File: src/rtl/config_readback_pkg.sv
// Shared definitions for the configuration readback block: register map,
// STATUS bit positions, capture FSM states and the CRC-16/CCITT constants.
package config_readback_pkg;

  // Register offsets from the base address
  localparam logic [3:0] OFS_CTRL   = 4'h0;
  localparam logic [3:0] OFS_STATUS = 4'h4;
  localparam logic [3:0] OFS_DATA   = 4'h8;
  localparam logic [3:0] OFS_CRC    = 4'hC;

  // CTRL fields
  localparam int CTRL_START_BIT = 31;

  // STATUS bit indices
  localparam int ST_BUSY          = 0;
  localparam int ST_DONE          = 1;
  localparam int ST_ERR_START     = 2;
  localparam int ST_ERR_UNDERFLOW = 3;
  localparam int ST_LEVEL_LSB     = 4;

  // CRC-16/CCITT
  localparam logic [15:0] CRC_POLY = 16'h1021;
  localparam logic [15:0] CRC_SEED = 16'hFFFF;

  typedef enum logic [1:0] {
    IDLE  = 2'd0,
    SHIFT = 2'd1,
    STALL = 2'd2,
    FLUSH = 2'd3
  } state_t;

  // One serial step of the CRC, MSB-first feedback
  function automatic logic [15:0] crc16_step(input logic [15:0] crc, input logic bit_in);
    logic fb;
    fb = crc[15] ^ bit_in;
    return {crc[14:0], 1'b0} ^ (fb ? CRC_POLY : 16'h0000);
  endfunction

endpackage

File: src/rtl/config_readback_fifo.sv
// Small synchronous word FIFO with full/empty flags and an occupancy count.
// A push into a full FIFO is accepted only when a pop frees the slot in the
// same cycle; a pop from an empty FIFO is ignored.
module config_readback_fifo
  import config_readback_pkg::*;
#(
  parameter int DEPTH = 4,
  parameter int WIDTH = 32
) (
  input  logic                       clk,
  input  logic                       rst,
  input  logic                       push,
  input  logic                       pop,
  input  logic [WIDTH-1:0]           wdata,
  output logic [WIDTH-1:0]           rdata,
  output logic                       full,
  output logic                       empty,
  output logic [$clog2(DEPTH):0]     level
);

  localparam int AW = $clog2(DEPTH);

  logic [WIDTH-1:0] mem [DEPTH];
  logic [AW-1:0]    wr_ptr;
  logic [AW-1:0]    rd_ptr;
  logic [AW:0]      count;
  logic             do_push;
  logic             do_pop;

  assign do_pop  = pop && !empty;
  assign do_push = push && (!full || do_pop);

  assign full  = (count == (AW+1)'(DEPTH));
  assign empty = (count == '0);
  assign level = count;
  assign rdata = mem[rd_ptr];

  // Pointer and occupancy bookkeeping; simultaneous push and pop keep the level
  always_ff @(posedge clk or posedge rst) begin
    if (rst) begin
      wr_ptr <= '0;
      rd_ptr <= '0;
      count  <= '0;
    end else begin
      if (do_push) wr_ptr <= wr_ptr + 1'b1;
      if (do_pop)  rd_ptr <= rd_ptr + 1'b1;
      if (do_push && !do_pop)      count <= count + 1'b1;
      else if (do_pop && !do_push) count <= count - 1'b1;
    end
  end

  // Storage array, written only on an accepted push
  always_ff @(posedge clk) begin
    if (do_push) mem[wr_ptr] <= wdata;
  end

endmodule

File: src/rtl/config_readback.sv
// Wishbone slave capturing the configuration chain scan-out into 32-bit words.
// Optional feature: define CONFIG_READBACK_CRC_EN to add a CRC-16/CCITT over
// the captured bit stream; otherwise the CRC register reads 0.
module config_readback
  import config_readback_pkg::*;
#(
  parameter logic [31:0] BASE_ADDR  = 32'h3000_1000,
  parameter int          FIFO_DEPTH = 4
) (
  input  logic        wb_clk_i,
  input  logic        wb_rst_i,
  input  logic        wbs_cyc_i,
  input  logic        wbs_stb_i,
  input  logic        wbs_we_i,
  input  logic [3:0]  wbs_sel_i,
  input  logic [31:0] wbs_adr_i,
  input  logic [31:0] wbs_dat_i,
  output logic        wbs_ack_o,
  output logic [31:0] wbs_dat_o,
  input  logic        shift_in,
  output logic        shift_enable_o,
  output logic        busy_o
);

  localparam int LW = $clog2(FIFO_DEPTH) + 1;

  state_t          state;
  state_t          state_next;
  logic [15:0]     ctrl_n;
  logic            start_req;
  logic            busy_q;
  logic            done;
  logic            err_start;
  logic            err_underflow;
  logic [15:0]     remaining;
  logic [4:0]      bitpos;
  logic [31:0]     acc;
  logic [31:0]     acc_with_bit;
  logic            push_due;
  logic            take_bit;
  logic            accept_start;
  logic            push_word;
  logic            will_be_full;

  logic            access;
  logic            hit;
  logic [1:0]      reg_sel;
  logic            wr_ctrl;
  logic            wr_status;
  logic            rd_data;
  logic            fifo_pop;
  logic            underflow_evt;
  logic [31:0]     rdata;
  logic [31:0]     crc_rdata;

  logic [31:0]     fifo_rdata;
  logic            fifo_full;
  logic            fifo_empty;
  logic [LW-1:0]   fifo_level;

  logic            unused_ok;
  assign unused_ok = ^{wbs_sel_i, wbs_adr_i[1:0], wbs_dat_i[30:16]};

  // Bus decode: a new access is one seen while ack is low
  assign access    = wbs_cyc_i && wbs_stb_i && !wbs_ack_o;
  assign hit       = (wbs_adr_i[31:4] == BASE_ADDR[31:4]);
  assign reg_sel   = wbs_adr_i[3:2];
  assign wr_ctrl   = access && wbs_we_i && hit && (reg_sel == OFS_CTRL[3:2]);
  assign wr_status = access && wbs_we_i && hit && (reg_sel == OFS_STATUS[3:2]);
  assign rd_data   = access && !wbs_we_i && hit && (reg_sel == OFS_DATA[3:2]);
  assign fifo_pop      = rd_data && !fifo_empty;
  assign underflow_evt = rd_data && fifo_empty;

  // Capture datapath helpers
  assign push_due     = (remaining == 16'd1) || (bitpos == 5'd31);
  assign acc_with_bit = acc | (32'(shift_in) << bitpos);
  assign will_be_full = (fifo_level == LW'(FIFO_DEPTH - 1)) && !fifo_pop;
  assign push_word    = take_bit && push_due;

  // The chain only advances on cycles where a bit is actually taken
  assign shift_enable_o = take_bit;
  assign busy_o         = busy_q;

  config_readback_fifo #(
    .DEPTH (FIFO_DEPTH),
    .WIDTH (32)
  ) u_fifo (
    .clk   (wb_clk_i),
    .rst   (wb_rst_i),
    .push  (push_word),
    .pop   (fifo_pop),
    .wdata (acc_with_bit),
    .rdata (fifo_rdata),
    .full  (fifo_full),
    .empty (fifo_empty),
    .level (fifo_level)
  );

  // Next-state logic; a due push into a still-full FIFO holds the chain
  always_comb begin
    state_next   = state;
    take_bit     = 1'b0;
    accept_start = 1'b0;
    unique case (state)
      IDLE: begin
        if (start_req && (ctrl_n != 16'd0)) begin
          accept_start = 1'b1;
          state_next   = SHIFT;
        end
      end
      SHIFT: begin
        if (push_due && fifo_full) begin
          state_next = STALL;
        end else begin
          take_bit = 1'b1;
          if (remaining == 16'd1)                   state_next = FLUSH;
          else if (bitpos == 5'd31 && will_be_full) state_next = STALL;
        end
      end
      STALL: begin
        if (!fifo_full) state_next = SHIFT;
      end
      FLUSH: begin
        state_next = IDLE;
      end
      default: state_next = IDLE;
    endcase
  end

  // State register and registered busy flag
  always_ff @(posedge wb_clk_i or posedge wb_rst_i) begin
    if (wb_rst_i) begin
      state  <= IDLE;
      busy_q <= 1'b0;
    end else begin
      state  <= state_next;
      busy_q <= (state_next != IDLE);
    end
  end

  // Bit counter, bit position and word accumulator
  always_ff @(posedge wb_clk_i or posedge wb_rst_i) begin
    if (wb_rst_i) begin
      remaining <= '0;
      bitpos    <= '0;
      acc       <= '0;
    end else if (accept_start) begin
      remaining <= ctrl_n;
      bitpos    <= '0;
      acc       <= '0;
    end else if (take_bit) begin
      remaining <= remaining - 1'b1;
      if (push_due) begin
        bitpos <= '0;
        acc    <= '0;
      end else begin
        bitpos <= bitpos + 1'b1;
        acc    <= acc_with_bit;
      end
    end
  end

`ifdef CONFIG_READBACK_CRC_EN
  logic [15:0] crc;

  // CRC over every captured bit, reseeded when a capture starts
  always_ff @(posedge wb_clk_i or posedge wb_rst_i) begin
    if (wb_rst_i)          crc <= '0;
    else if (accept_start) crc <= CRC_SEED;
    else if (take_bit)     crc <= crc16_step(crc, shift_in);
  end

  assign crc_rdata = {16'h0000, crc};
`else
  assign crc_rdata = 32'h0;
`endif

  // CTRL bit count and the start request handed to the FSM in the ack cycle
  always_ff @(posedge wb_clk_i or posedge wb_rst_i) begin
    if (wb_rst_i) begin
      ctrl_n    <= '0;
      start_req <= 1'b0;
    end else begin
      start_req <= wr_ctrl && wbs_dat_i[CTRL_START_BIT];
      if (wr_ctrl) ctrl_n <= wbs_dat_i[15:0];
    end
  end

  // Sticky status bits; a set event in the same cycle wins over a clear
  always_ff @(posedge wb_clk_i or posedge wb_rst_i) begin
    if (wb_rst_i) begin
      done          <= 1'b0;
      err_start     <= 1'b0;
      err_underflow <= 1'b0;
    end else begin
      if (wr_status && wbs_dat_i[ST_DONE])          done          <= 1'b0;
      if (wr_status && wbs_dat_i[ST_ERR_START])     err_start     <= 1'b0;
      if (wr_status && wbs_dat_i[ST_ERR_UNDERFLOW]) err_underflow <= 1'b0;
      if (accept_start)                done          <= 1'b0;
      if (state == FLUSH)              done          <= 1'b1;
      if (start_req && state != IDLE)  err_start     <= 1'b1;
      if (underflow_evt)               err_underflow <= 1'b1;
    end
  end

  // Read multiplexer; undecoded addresses read 0
  always_comb begin
    rdata = 32'h0;
    if (hit) begin
      unique case (reg_sel)
        OFS_CTRL[3:2]:   rdata = {16'h0000, ctrl_n};
        OFS_STATUS[3:2]: rdata = {24'h0, 4'(fifo_level), err_underflow, err_start, done, busy_q};
        OFS_DATA[3:2]:   rdata = fifo_empty ? 32'h0 : fifo_rdata;
        OFS_CRC[3:2]:    rdata = crc_rdata;
        default:         rdata = 32'h0;
      endcase
    end
  end

  // Registered single-cycle acknowledge with read data valid alongside it
  always_ff @(posedge wb_clk_i or posedge wb_rst_i) begin
    if (wb_rst_i) begin
      wbs_ack_o <= 1'b0;
      wbs_dat_o <= '0;
    end else begin
      wbs_ack_o <= access;
      wbs_dat_o <= (access && !wbs_we_i) ? rdata : 32'h0;
    end
  end

endmodule

File: config.mk
export PLATFORM = sky130hd
export DESIGN_NAME = config_readback
export DESIGN_NICKNAME = d
export VERILOG_FILES = /design/src/rtl/config_readback_pkg.sv /design/src/rtl/config_readback_fifo.sv /design/src/rtl/config_readback.sv
export SDC_FILE = /design/constraint.sdc
export NUM_CORES = 1
export LEC_CHECK = 0
export BUFFER_PORTS_ARGS = -buffer_cell sky130_fd_sc_hd__clkbuf_2
export CORE_ASPECT_RATIO = 1.4
export CORE_MARGIN = 3
export CORE_UTILIZATION = 45
export CTS_CLUSTER_DIAMETER = 40
export DETAILED_ROUTE_END_ITERATION = 8
export PLACE_DENSITY = 0.61
export SLEW_MARGIN = 25
export SYNTH_ARGS = -nofsm -noshare
export SYNTH_HDL_FRONTEND = slang
export SYNTH_SLANG_ARGS = --single-unit
File: constraint.sdc
create_clock -name wb_clk_i -period 10.5 [get_ports wb_clk_i]
set_clock_uncertainty 0.1 [all_clocks]
set_input_delay 1.05 -clock wb_clk_i [delete_from_list [all_inputs] [get_ports wb_clk_i]]
set_output_delay 1.05 -clock wb_clk_i [all_outputs]
set_load 0.02 [all_outputs]
---- Word level (Yosys, flattened, before mapping) ----
Memory sizes are Yosys's and may differ from the RTL's.
Index checks and enable logic that the tools add are counted.
storage, ports and cells
  memory bits (writable) .................. 128
  output and inout port bits .............. 35
  register bits ........................... 116
  bits of input ports ..................... 74
  memories kept ........................... 1
operators by class
  shifts and indexed selects .............. 1
  bitwise gates (word level) .............. 1
  multiplexer cells ....................... 33
  equal/unequal tests ..................... 11
  reduce and logical (&&, ||, !) cells .... 45
  add/subtract/negate cells ............... 6
memory list
  memory      depth  width  read ports  clocked after Yosys merged registers in  write ports  RTL line                    text
  u_fifo.mem  4      32     1           0                                        1            config_readback_fifo.sv:23  logic [WIDTH-1:0] mem [DEPTH];
operators by type and width
  cell                   count
  $mux 32                6
  $pmux 32 s4            1
  $mux 16                2
  $or 32x32->32          1
  $shl 1x5->32           1
  $eq 28x26->1 const B   1
  $logic_and 1x1->1      25
  $eq 16x1->1 const B    1
  $reduce_bool 16->1     1
  $sub 16x1->16 const B  1
  $mux 5                 3
  $mux 1                 13
  $reduce_bool 2->1      6
  $mux 2                 5
  $eq 2x2->1 const B     4
  $pmux 2 s4             1
  $logic_not 1->1        7
  $mux 3                 2
  $add 5x1->5 const B    1
  $eq 5x5->1 const B     1
  $add 2x1->2 const B    2
  $eq 2x1->1 const B     2
  $logic_not 2->1        2
  $add 3x1->3 const B    1
  6 further kinds        7

---- Logic depth before layout (Yosys ltp) ----
Gate-level depths: netlist of run 1.
  word-level depth ........................ 14
  gate-level depth with buffers ........... 12
  depth with buffers taken out ............ 11

---- Modules after synthesis ----
From an unflattened synthesis of run 1, not the netlist that was laid out.
second synthesis, totals
  cell total of the unflattened synthesis .. 683
  area total of the unflattened synthesis .. 10164.7 µm²
by module, submodules not included
  module                cells each  area each (µm²)  seq. area each (µm²)  times used
  config_readback_fifo  204         5098.6           4018.9                1
  config_readback       479         5066.1           2727.6                1

---- Least setup slack after synthesis of run 1 ----
Ideal clock, no wire load.
  kind .................................... input-to-reg
  start ................................... input port wbs_adr_i[3]
  end ..................................... register u_fifo.count[1] (netlist: u_fifo.level[1])
  setup time .............................. 0.125 ns
  data arrival time ....................... 2.990 ns
  buffers on the path ..................... 3
  cell stages on the path ................. 9
  required time ........................... 10.275 ns
  slack ................................... 7.286 ns
  cell sequence ........................... clkbuf_1 -> nor3b_1 -> nand4_1 -> clkbuf_1 -> buf_2 -> ha_1 -> inv_1 -> fa_1 -> mux2_2
between the ends
  longest elaborated chain between the ends .. 9
RTL lines
  what                         RTL line                    text
  start: declaration           config_readback.sv:16       input logic [31:0] wbs_adr_i,
  $eq 2x2->1 *                 config_readback.sv:70       assign rd_data = access && !wbs_we_i && hit && (reg_sel == OFS_DATA[3:2]);
  $logic_and 1x1->1 *          config_readback.sv:70
  $logic_and 1x1->1 *          config_readback.sv:71       assign fifo_pop = rd_data && !fifo_empty;
  $logic_and 1x1->1 *          config_readback_fifo.sv:30  assign do_pop = pop && !empty;
  $logic_or 1x1->1             config_readback_fifo.sv:31  assign do_push = push && (!full || do_pop);
  $logic_and 1x1->1            config_readback_fifo.sv:31
  $logic_not 1->1              config_readback_fifo.sv:48  else if (do_pop && !do_push) count <= count - 1'b1;
  $logic_and 1x1->1            config_readback_fifo.sv:48
  $reduce_bool 2->1 (no line)  -
  end signal: assignment       config_readback_fifo.sv:47  if (do_push && !do_pop) count <= count + 1'b1;
  end signal: assignment       config_readback_fifo.sv:48
  end: declaration             config_readback_fifo.sv:26  logic [AW:0] count;
Every way passes the cells marked *; elsewhere a longest branch is shown, timed or not.
A chain may end at the register's enable or synchronous reset.

---- Worst setup path in the final report of run 1 ----
  start ................................... register bitpos[0]
  end ..................................... output port shift_enable_o
between the ends
  longest elaborated chain between the ends .. 5
RTL lines
  what                      RTL line                text
  start: declaration        config_readback.sv:36   logic [4:0] bitpos;
  start signal: assignment  config_readback.sv:157  bitpos <= bitpos + 1'b1;
  $eq 5x5->1                config_readback.sv:75   assign push_due = (remaining == 16'd1) || (bitpos == 5'd31);
  $logic_or 1x1->1          config_readback.sv:75
  $logic_and 1x1->1         config_readback.sv:112  if (push_due && fifo_full) begin
  $mux 1                    config_readback.sv:112
  $mux 1                    config_readback.sv:104  unique case (state)
  end: declaration          config_readback.sv:21   output logic shift_enable_o,
Every way passes these cells.

==> flow_summary_export.csv, run 1 <==
group,metric,value,unit
floorplanning,ios,109,
outcome,outcome,"complete, no violations",
synth,yosysTopAreaCell,"edfxtp_1",
synth,yosysSeqAreaShare,0.663,
floorplanning,die_h,184,um
clock_tree,cts_buffer_depth,3,
grt,grt_use_total,0.179,
clock_tree,hold_buffers,0,
floorplanning,die_width,133,um
placement,hpwl,13.8,mm
power,peakVddDrop,0.000115,V
synth,yosys-top-cells-count,"128 x edfxtp_1, 116 x dfrtp_1, 58 x nor2_1, 35 x a32o_1",
routing,drtPass1Iterations,5,
floorplanning,rows,64,
job,cap_violations,0,
clock_tree,clk_pin_slew,0.06,ns
routing,routed_wl,21.6,mm
sta,setup_viol,0,
clock_tree,insertion_delay,0.52,ns
synth,syn-num-nets,753,
synth,synth_edf_count,128,
synth,syn_inst,669,
synth,synth_area_leaders,"edfxtp_1 38%, dfrtp_1 29%, mux4_2 7.1%",
setup_path,slowest_delay,0.47,ns
floorplanning,die_area,24500,sq um
synth,synthArstFlopShare,0.475,
layout,nets,842,
sta,period_minus_slack,3.53,ns
synth,yosys.cell_types.count,55,
floorplanning,design.core.area,22000,sq um
sta,hold_viol_final,0,
power,p_total,2.09,mW
routing,wl_per_cell,20.1,um
sta,tns,0,ns
clock_tree,cts_buffers,27,
setup_path,cp_slowest_cell,"dfrtp_1",
setup_path,worstPathBufferInverterCount,2,
sta,slew_violations,0,
synth,yosysMostFrequentCell,"edfxtp_1",
placement,place_congestion,0.819,
sta,finalCritPeriodShare,0.336,
synth,syn_avg_cell_area,15.2,sq um
sta,fmax,0.283,GHz
sta,relSlewSlack,0.369,
layout,nFillCells,1812,
clock_tree,cts_post_setup_buffers_inserted,0,
synth,synth_warnings,0,
routing,viasPerCell,5.64,
clock_tree,htree_levels,1,
clock_tree,tritoncts,"yes",
routing,drt_iter0_drc,481,
floorplanning,start_util,0.462,
layout,drive_above_1_share,0.266,
grt,antenna_found_initial,0,
setup_path,cp.arrival,2.38,ns
clock_tree,cts-root-buf,"clkbuf_16",
sta,rsz0062_at_grt,"no",
synth,yosysTopAreaCellShare,0.378,
placement,portBuffers,87,
routing,drc_errors,0,
power,p_leak,4.78,nW
synth,synth-seq-cells,244,
sta,tightest_slew,0.947,ns
setup_path,crit_type,"reg2out",
synth,synth_ff_type,"edfxtp_1",
clock_tree,cts.sinks,244,
grt,grt_max_degree,71,
routing,antenna_left,0,
sta,holdWs,0.391,ns
routing,vias,6062,
setup_path,worstPathCellList,"ha_1 > and3_1 > ha_1 > a41oi_4 > o21ai_4 > inv_1 > clkbuf_2",
grt,gr-total-overflow,0,
setup_path,cp_data_required_time,9.35,ns
grt,grt_pass1_vias,6528,
grt,grt_first_pass_wirelength,34.9,mm
hold_path,hp-class,"reg2reg",
setup_path,cp_top_family,"adder cells",
setup_path,cp-start-kind,"register",
setup_path,endpoint_kind,"output port",
synth,synth_area,10200,sq um
clock_tree,cts_resized,0,
setup_path,crit_path_max_fanout,9,
layout,area_growth,16.9,%
layout,diodes,0,
setup_path,path_common_cell,"ha_1",
power,power_density,176,nW/um^2
## area by class of cell
class / count / area, sq um / area share
clock inverter: 17 / 292 / 0.0245
multi-input combinational: 373 / 3190 / 0.268
inverter: 13 / 51.3 / 0.00431
sequential: 244 / 6750 / 0.568
clock buffer: 32 / 714 / 0.0601
timing repair buffer: 99 / 526 / 0.0442
tap: 297 / 372 / 0.0312
## worst paths after layout
kind / end / slack [ns] / depth (start not counted) / from
max: shift_enable_o / 6.97 / 7 / bitpos[0]
min: acc[29] / 0.39 / 1 / acc[29]
max reg2reg: u_fifo.level[1] / 7.16 / 10 / bitpos[0]
min reg2reg: acc[29] / 0.39 / 1 / acc[29]
max in group asynchronous: wbs_dat_o[20] / 8.42 / 3 / wb_rst_i
min in group asynchronous: u_fifo.level[2] / 0.50 / 2 / wb_rst_i
## metal layers
metal | global-route usage | vias up | part of all wire
met5 | 0 | - | 0
met4 | 0.0494 | 0 | 0.023
met3 | 0.0274 | 36 | 0.041
met2 | 0.336 | 163 | 0.55
met1 | 0.212 | 3111 | 0.38
li1 | - | 2752 | -
## worst reg2reg max path: stages, from the launching register on
cell     delay [ns]
dfrtp_1        0.47
ha_1           0.28
and3_1         0.19
ha_1           0.28
a41oi_4        0.25
buf_4          0.52
nor3_4         0.15
ha_1           0.24
inv_1          0.07
fa_1           0.40
mux2_2         0.27
## power by group
part           internal, mW  switching, mW  total, mW  leakage (nW)
Sequential             1.01        0.00194       1.01          2.64
Combinational        0.0149         0.0234     0.0383          1.65
Clock                 0.663          0.376       1.04         0.488
Total                  1.69          0.401       2.09          4.78
## cells in the final DEF (no fill, tap or decap), types with 3 or more instances in the layout
master     count
nand3_1        4
nor2b_1       27
clkbuf_1       3
buf_4         12
a31oi_1        3
nand2b_1       4
dfrtp_1      114
a21oi_1       29
clkbuf_16     27
nor3_1         6
and3_1         3
nand4_1        3
mux2_2        18
nand2_1       12
clkbuf_2      87
xor2_1        14
a22oi_1       10
o211ai_1       7
nor4_1         9
xnor2_1        7
and2_1         8
inv_1         12
edfxtp_1     128
bufinv_16      7
a21o_1        32
mux4_2        32
o21ai_0        3
ha_1           9
nor2_1        58
nor3b_1        3
and4_1         4
o2bb2ai_1      3
o2111ai_1      3
a32o_1        35
## stage by stage
| stage | std cells | area (sq um) | setup WS (ns) | util |
|---|---|---|---|---|
| 5_1_grt | 1075 | 11900 | 6.85 | 0.540 |
| 3_3_place_gp | 1026 | 10900 | 7.17 | 0.494 |
| 2_1_floorplan | 669 | 10200 | 6.28 | - |
| 3_5_place_dp | 1026 | 10900 | 7.12 | 0.494 |
| 6_report | 1075 | 11900 | 6.97 | 0.540 |
| 4_1_cts | 1075 | 11900 | 6.95 | 0.540 |
## registers in the layout, indices dropped and copies added, names as in the netlist
name,count
u_fifo.level,3
wbs_ack_o,1
u_fifo.mem,128
done,1
acc,32
bitpos,5
state,2
err_underflow,1
u_fifo.rd_ptr,2
u_fifo.wr_ptr,2
err_start,1
wbs_dat_o,32
start_req,1
busy_o,1
ctrl_n,16
remaining,16
## kinds of logic after synthesis
logic type,count (synthesis),share of synthesized area
compound gates,134,0.102
fa+ha+maj,10,0.0130
simple gates,156,0.0861
xor+xnor,21,0.0181
buf+inv,52,0.0251
mux,52,0.0927
flops,244,0.663
No activity file was read; power rests on OpenSTA's default activity.
==> run 2, diff against run 1 <==
==> constraint.sdc (replaced) <==
create_clock -name wb_clk_i -period 3.3 [get_ports wb_clk_i]
set_clock_uncertainty 0.1 [all_clocks]
set_input_delay 0.33 -clock wb_clk_i [delete_from_list [all_inputs] [get_ports wb_clk_i]]
set_output_delay 0.33 -clock wb_clk_i [all_outputs]
set_load 0.02 [all_outputs]
==> run 2 against run 1 <==
Net effect: die area stayed put; first-iteration DRC count is 31% lower; sequential cell count stayed put; worst setup slack worse by 6.8 ns; sequential share of layout area is 1.1 points lower; worst hold slack worse by 0.25 ns; count of clock-buffer cells in the layout is 8 higher; register-to-register slack worse by 6.8 ns; via count is 1.3% higher; critical endpoint unchanged; largest cell class unchanged.
==> flow_summary_export.csv, run 2 (synthesis results as in run 1) <==
group,metric,value,unit
setup_path,slowest_delay,0.48,ns
routing,viasPerCell,5.56,
layout,fin_area,12100,sq um
sta,tightest_slew,0.869,ns
grt,gr-total-overflow,0,
sta,fmax,0.318,GHz
layout,nets,869,
grt,grt_first_pass_wirelength,34.8,mm
layout,diodes,0,
floorplanning,ios,109,
sta,fin_ws,0.153,ns
clock_tree,cts_post_setup_buffers_inserted,0,
setup_path,crit_path_max_fanout,47,
layout,largest_register_ffs,128,
layout,regArea,6750,sq um
sta,setup_viol,0,
routing,wl_per_cell,19.4,um
placement,place_congestion,0.853,
outcome,outcome,"complete, no violations",
setup_path,worstPathBufferInverterCount,3,
setup_path,cp_top_family,"buffers and inverters",
clock_tree,clk_pin_slew,0.06,ns
layout,area_growth,19.2,%
power,peakVddDrop,0.000450,V
setup_path,cp_data_required_time,2.87,ns
clock_tree,tritoncts,"yes",
clock_tree,cts.sinks,244,
setup_path,reg2reg_slack,0.38,ns
setup_path,cp.arrival,2.72,ns
power,p_leak,4.88,nW
setup_path,crit_type,"reg2out",
routing,drtPass1Iterations,5,
routing,antenna_left,0,
sta,tns,0,ns
layout,regMostFlops,"u_fifo.mem",
layout,mostFrequentLayoutCells,"128 x edfxtp_1, 115 x dfrtp_1, 87 x clkbuf_2",
sta,finalCritPeriodShare,0.954,
clock_tree,cts_buffer_depth,3,
layout,final_common_cell,"edfxtp_1",
floorplanning,die_area,24500,sq um
sta,period_minus_slack,3.15,ns
power,power_density,526,nW/um^2
routing,drc_errors,0,
sta,rsz0062_at_grt,"no",
grt,antenna_found_initial,0,
floorplanning,design.core.area,22000,sq um
sta,hold_viol_final,0,
floorplanning,start_util,0.462,
grt,grt_use_total,0.179,
layout,multiInputGateArea,3190,sq um
sta,slew_violations,0,
placement,hpwl,14.2,mm
clock_tree,htree_levels,1,
floorplanning,rows,64,
placement,post-place-ws,0.285,ns
setup_path,endpoint_kind,"output port",
placement,place_area,11000,sq um
floorplanning,die_width,133,um
routing,drt_iter0_drc,331,
floorplanning,die_h,184,um
setup_path,cp-start-kind,"register",
layout,nFillCells,1822,
grt,grt_max_degree,51,
clock_tree,insertion_delay,0.53,ns
job,cap_violations,0,
setup_path,cp_slowest_cell,"dfrtp_1",
layout,drive_above_1_share,0.262,
setup_path,worstPathCellList,"ha_1 > and3_1 > ha_1 > a41oi_4 > buf_12 > o21ai_4 > inv_1 > clkbuf_2",
layout,finish.utilization,0.551,
hold_path,hp-class,"in2reg",
power,p_total,6.38,mW
clock_tree,cts_buffers,29,
placement,portBuffers,87,
routing,vias,6138,
clock_tree,cts-root-buf,"clkbuf_16",
setup_path,path_common_cell,"ha_1",
layout,top_regs,"u_fifo.mem x128, acc x32, wbs_dat_o x32",
routing,routed_wl,21.4,mm
sta,relSlewSlack,0.419,
grt,grt_pass1_vias,6570,
[run 2: changes by cell type in the layout (fill, tap and decap cells not counted), sizes merged]
cell,change
buf,+5
bufinv,-7
clkbuf,+8
clkinv,-4
dlygate4sd3,+20
inv,+6
[run 2: report_power, final]
part	switching, mW	internal, mW
clock network	1.22	1.80
logic	0.0780	0.0661
registers	0.00634	3.21
[run 2: timing repair]
action                     in CTS  in global routing
setup endpoints to repair       1                  1
hold endpoints to repair       55                  0
hold buffers                   20                  0
resized for setup               1                  3
[run 2: metrics by stage]
step | std cells | hold slack, ns
after CTS | 1103 | 0.107
after global placement | 1031 | 0.374
after floorplan | 669 | 0.353
after global routing | 1103 | 0.163
after detailed placement | 1031 | 0.383
final | 1103 | 0.140
[run 2: area by class of cell]
| type | count | share of cell area |
|---|---|---|
| Sequential cell | 244 | 0.556 |
| Multi-Input combinational cell | 373 | 0.263 |
| Clock buffer | 40 | 0.0693 |
| Timing Repair Buffer | 124 | 0.0691 |
| Tap cell | 297 | 0.0306 |
| Clock inverter | 12 | 0.00763 |
| Inverter | 13 | 0.00433 |
[run 2: tightest hold or removal path, stage by stage]
cell,delay (ns)
clkbuf_2,0.19
nand3b_1,0.13
o2bb2ai_1,0.07
[run 2: worst paths after layout]
path / end / startpoint / cells after the start
min reg2reg: acc[18] / acc[18] / 1
min in group asynchronous: ctrl_n[15] / wb_rst_i / 3
max: shift_enable_o / bitpos[0] / 8
max in group asynchronous: wbs_dat_o[26] / wb_rst_i / 4
min: err_underflow / wbs_adr_i[3] / 3
max reg2reg: u_fifo.level[2] / bitpos[0] / 11
[run 2: routing by layer]
metal  part of all wire  global-route usage  vias to the layer above
li1                   -                   -                     2805
met1               0.38               0.212                     3131
met2               0.55               0.330                      157
met3              0.050              0.0340                       45
met4              0.024              0.0539                        0
met5                  0                   0                        -
==> run 3, diff against run 2 <==
==> constraint.sdc (replaced) <==
create_clock -name wb_clk_i -period 3.3 [get_ports wb_clk_i]
set_clock_uncertainty 0.1 [all_clocks]
set_input_delay 0.66 -clock wb_clk_i [delete_from_list [all_inputs] [get_ports wb_clk_i]]
set_output_delay 0.66 -clock wb_clk_i [all_outputs]
set_load 0.02 [all_outputs]
==> run 3 against run 2 <==
Net effect: clock power about the same; critical path type unchanged; sequential share of layout area grew 0.81 points; sequential cell count did not move; routed wire length hardly changed; worst setup slack improved by 0.057 ns; register-to-register slack got worse by 0.14 ns; die area is the same; fmax up 1.8%; final cell count fell by 1.6%; critical path depth shrank 1.
==> flow_summary_export.csv, run 3 (synthesis results as in run 1) <==
group,metric,value,unit
outcome,outcome,"complete, no violations",
sta,tightest_slew,0.851,ns
clock_tree,cts-root-buf,"clkbuf_16",
layout,nets,850,
setup_path,ff2ff_path_depth,12,
placement,place_inst,1031,
power,power_density,534,nW/um^2
grt,grt_max_degree,102,
floorplanning,die_h,184,um
setup_path,cp-start-kind,"register",
layout,final_cells,1085,
layout,regMostFlops,"u_fifo.mem",
routing,vias,6106,
grt,grt_pass1_vias,6360,
placement,place_congestion,0.880,
layout,finish.utilization,0.543,
power,peakVddDrop,0.000419,V
sta,hold_viol_final,0,
hold_path,hp-class,"in2reg",
power,p_leak,4.79,nW
layout,diodes,0,
sta,setup_viol,0,
sta,fin_ws,0.210,ns
floorplanning,die_area,24500,sq um
layout,mostFrequentLayoutCells,"128 x edfxtp_1, 115 x dfrtp_1, 87 x clkbuf_2",
power,p_total,6.39,mW
setup_path,reg2reg_to,"u_fifo.level[2]",
routing,wl_per_cell,19.8,um
sta,period_minus_slack,3.09,ns
sta,fmax,0.324,GHz
grt,gr-total-overflow,0,
setup_path,crit_path_max_fanout,9,
setup_path,cp_data_required_time,2.54,ns
sta,tns,0,ns
placement,hpwl,14.0,mm
clock_tree,clk_pin_slew,0.06,ns
grt,grt_use_total,0.178,
placement,place_area,11000,sq um
clock_tree,htree_levels,1,
clock_tree,tritoncts,"yes",
clock_tree,insertion_delay,0.53,ns
floorplanning,rows,64,
layout,area_growth,17.5,%
setup_path,reg2reg_slack,0.24,ns
routing,drt_iter0_drc,446,
setup_path,crit_type,"reg2out",
floorplanning,die_width,133,um
setup_path,endpoint_kind,"output port",
job,cap_violations,0,
hold_path,hold_depth,2,
floorplanning,start_util,0.462,
layout,drive_above_1_share,0.269,
clock_tree,cts.sinks,244,
layout,largest_register_ffs,128,
sta,rsz0062_at_grt,"no",
setup_path,cp.arrival,2.33,ns
clock_tree,cts_buffers,28,
hold_path,whs_endpoint,"start_req",
layout,top_regs,"u_fifo.mem x128, acc x32, wbs_dat_o x32",
routing,antenna_left,0,
routing,drtPass1Iterations,5,
hold_path,min_from,"wbs_dat_i[31]",
floorplanning,ios,109,
placement,post-place-ws,0.335,ns
sta,slew_violations,0,
floorplanning,design.core.area,22000,sq um
clock_tree,cts_buffer_depth,3,
setup_path,rr_startpoint,"remaining[1]",
placement,portBuffers,87,
routing,viasPerCell,5.63,
layout,fin_area,12000,sq um
routing,drc_errors,0,
grt,grt_first_pass_wirelength,34.6,mm
layout,final_common_cell,"edfxtp_1",
routing,routed_wl,21.4,mm
grt,antenna_found_initial,0,
sta,relSlewSlack,0.432,
sta,finalCritPeriodShare,0.936,
sta,holdWs,0.250,ns
## run 3: changes by cell type in the layout (fill, tap and decap cells not counted), moves of 2 or more
cell,before,now
inv_6,6,3
clkbuf_16,32,30
clkinvlp_4,1,4
clkinv_2,0,2
bufinv_16,0,2
clkbuf_1,7,9
inv_4,3,0
dlygate4sd3_1,20,1
## run 3: critical path, cell delays in order (launching register included)
cell,delay [ns]
dfrtp_1,0.46
ha_1,0.27
and3_1,0.19
ha_2,0.22
a41oi_4,0.27
o21ai_4,0.13
inv_1,0.08
clkbuf_2,0.17
## run 3: power by group
| part | total, mW | switching [mW] | internal, mW | leakage [nW] |
|---|---|---|---|---|
| clock | 3.05 | 1.17 | 1.87 | 0.449 |
| combinational | 0.126 | 0.0741 | 0.0514 | 1.70 |
| sequential | 3.22 | 0.00617 | 3.21 | 2.64 |
## run 3: layer usage
layer  global-route usage  vias up  wire [um]
met4               0.0539        0        486
li1                     -     2752          -
met5                    0        -          0
met2                0.326      169      11700
met1                0.218     3153       8350
met3               0.0268       32        937
## run 3: timing repair
item                                   CTS  global route
resized for setup                        0             1
endpoints found under the hold margin    2             0
hold buffers                             1             0
setup endpoints to repair                0             1
setup buffers                            0             1
## run 3: how the worst max path moves through the flow
| stage | slack [ns] | endpoint | from |
|---|---|---|---|
| finish | 0.21 | shift_enable_o | bitpos[0] |
| detailed placement | 0.33 | u_fifo.level[2] | bitpos[0] |
| global route | 0.009 | u_fifo.level[2] | remaining[1] |
| CTS | 0.05 | shift_enable_o | bitpos[0] |
| global placement | 0.46 | u_fifo.level[2] | bitpos[0] |
| floorplan | 0.47 | u_fifo.mem[0][0] | remaining[1] |
## run 3: final cells by class
cell class / instances / area, sq um
sequential: 244 / 6750
timing repair buffer: 106 / 656
fill: 1788 / 10100
inverter: 13 / 52.6
clock buffer: 41 / 812
tap: 297 / 372
clock inverter: 11 / 128
multi-input combinational: 373 / 3190
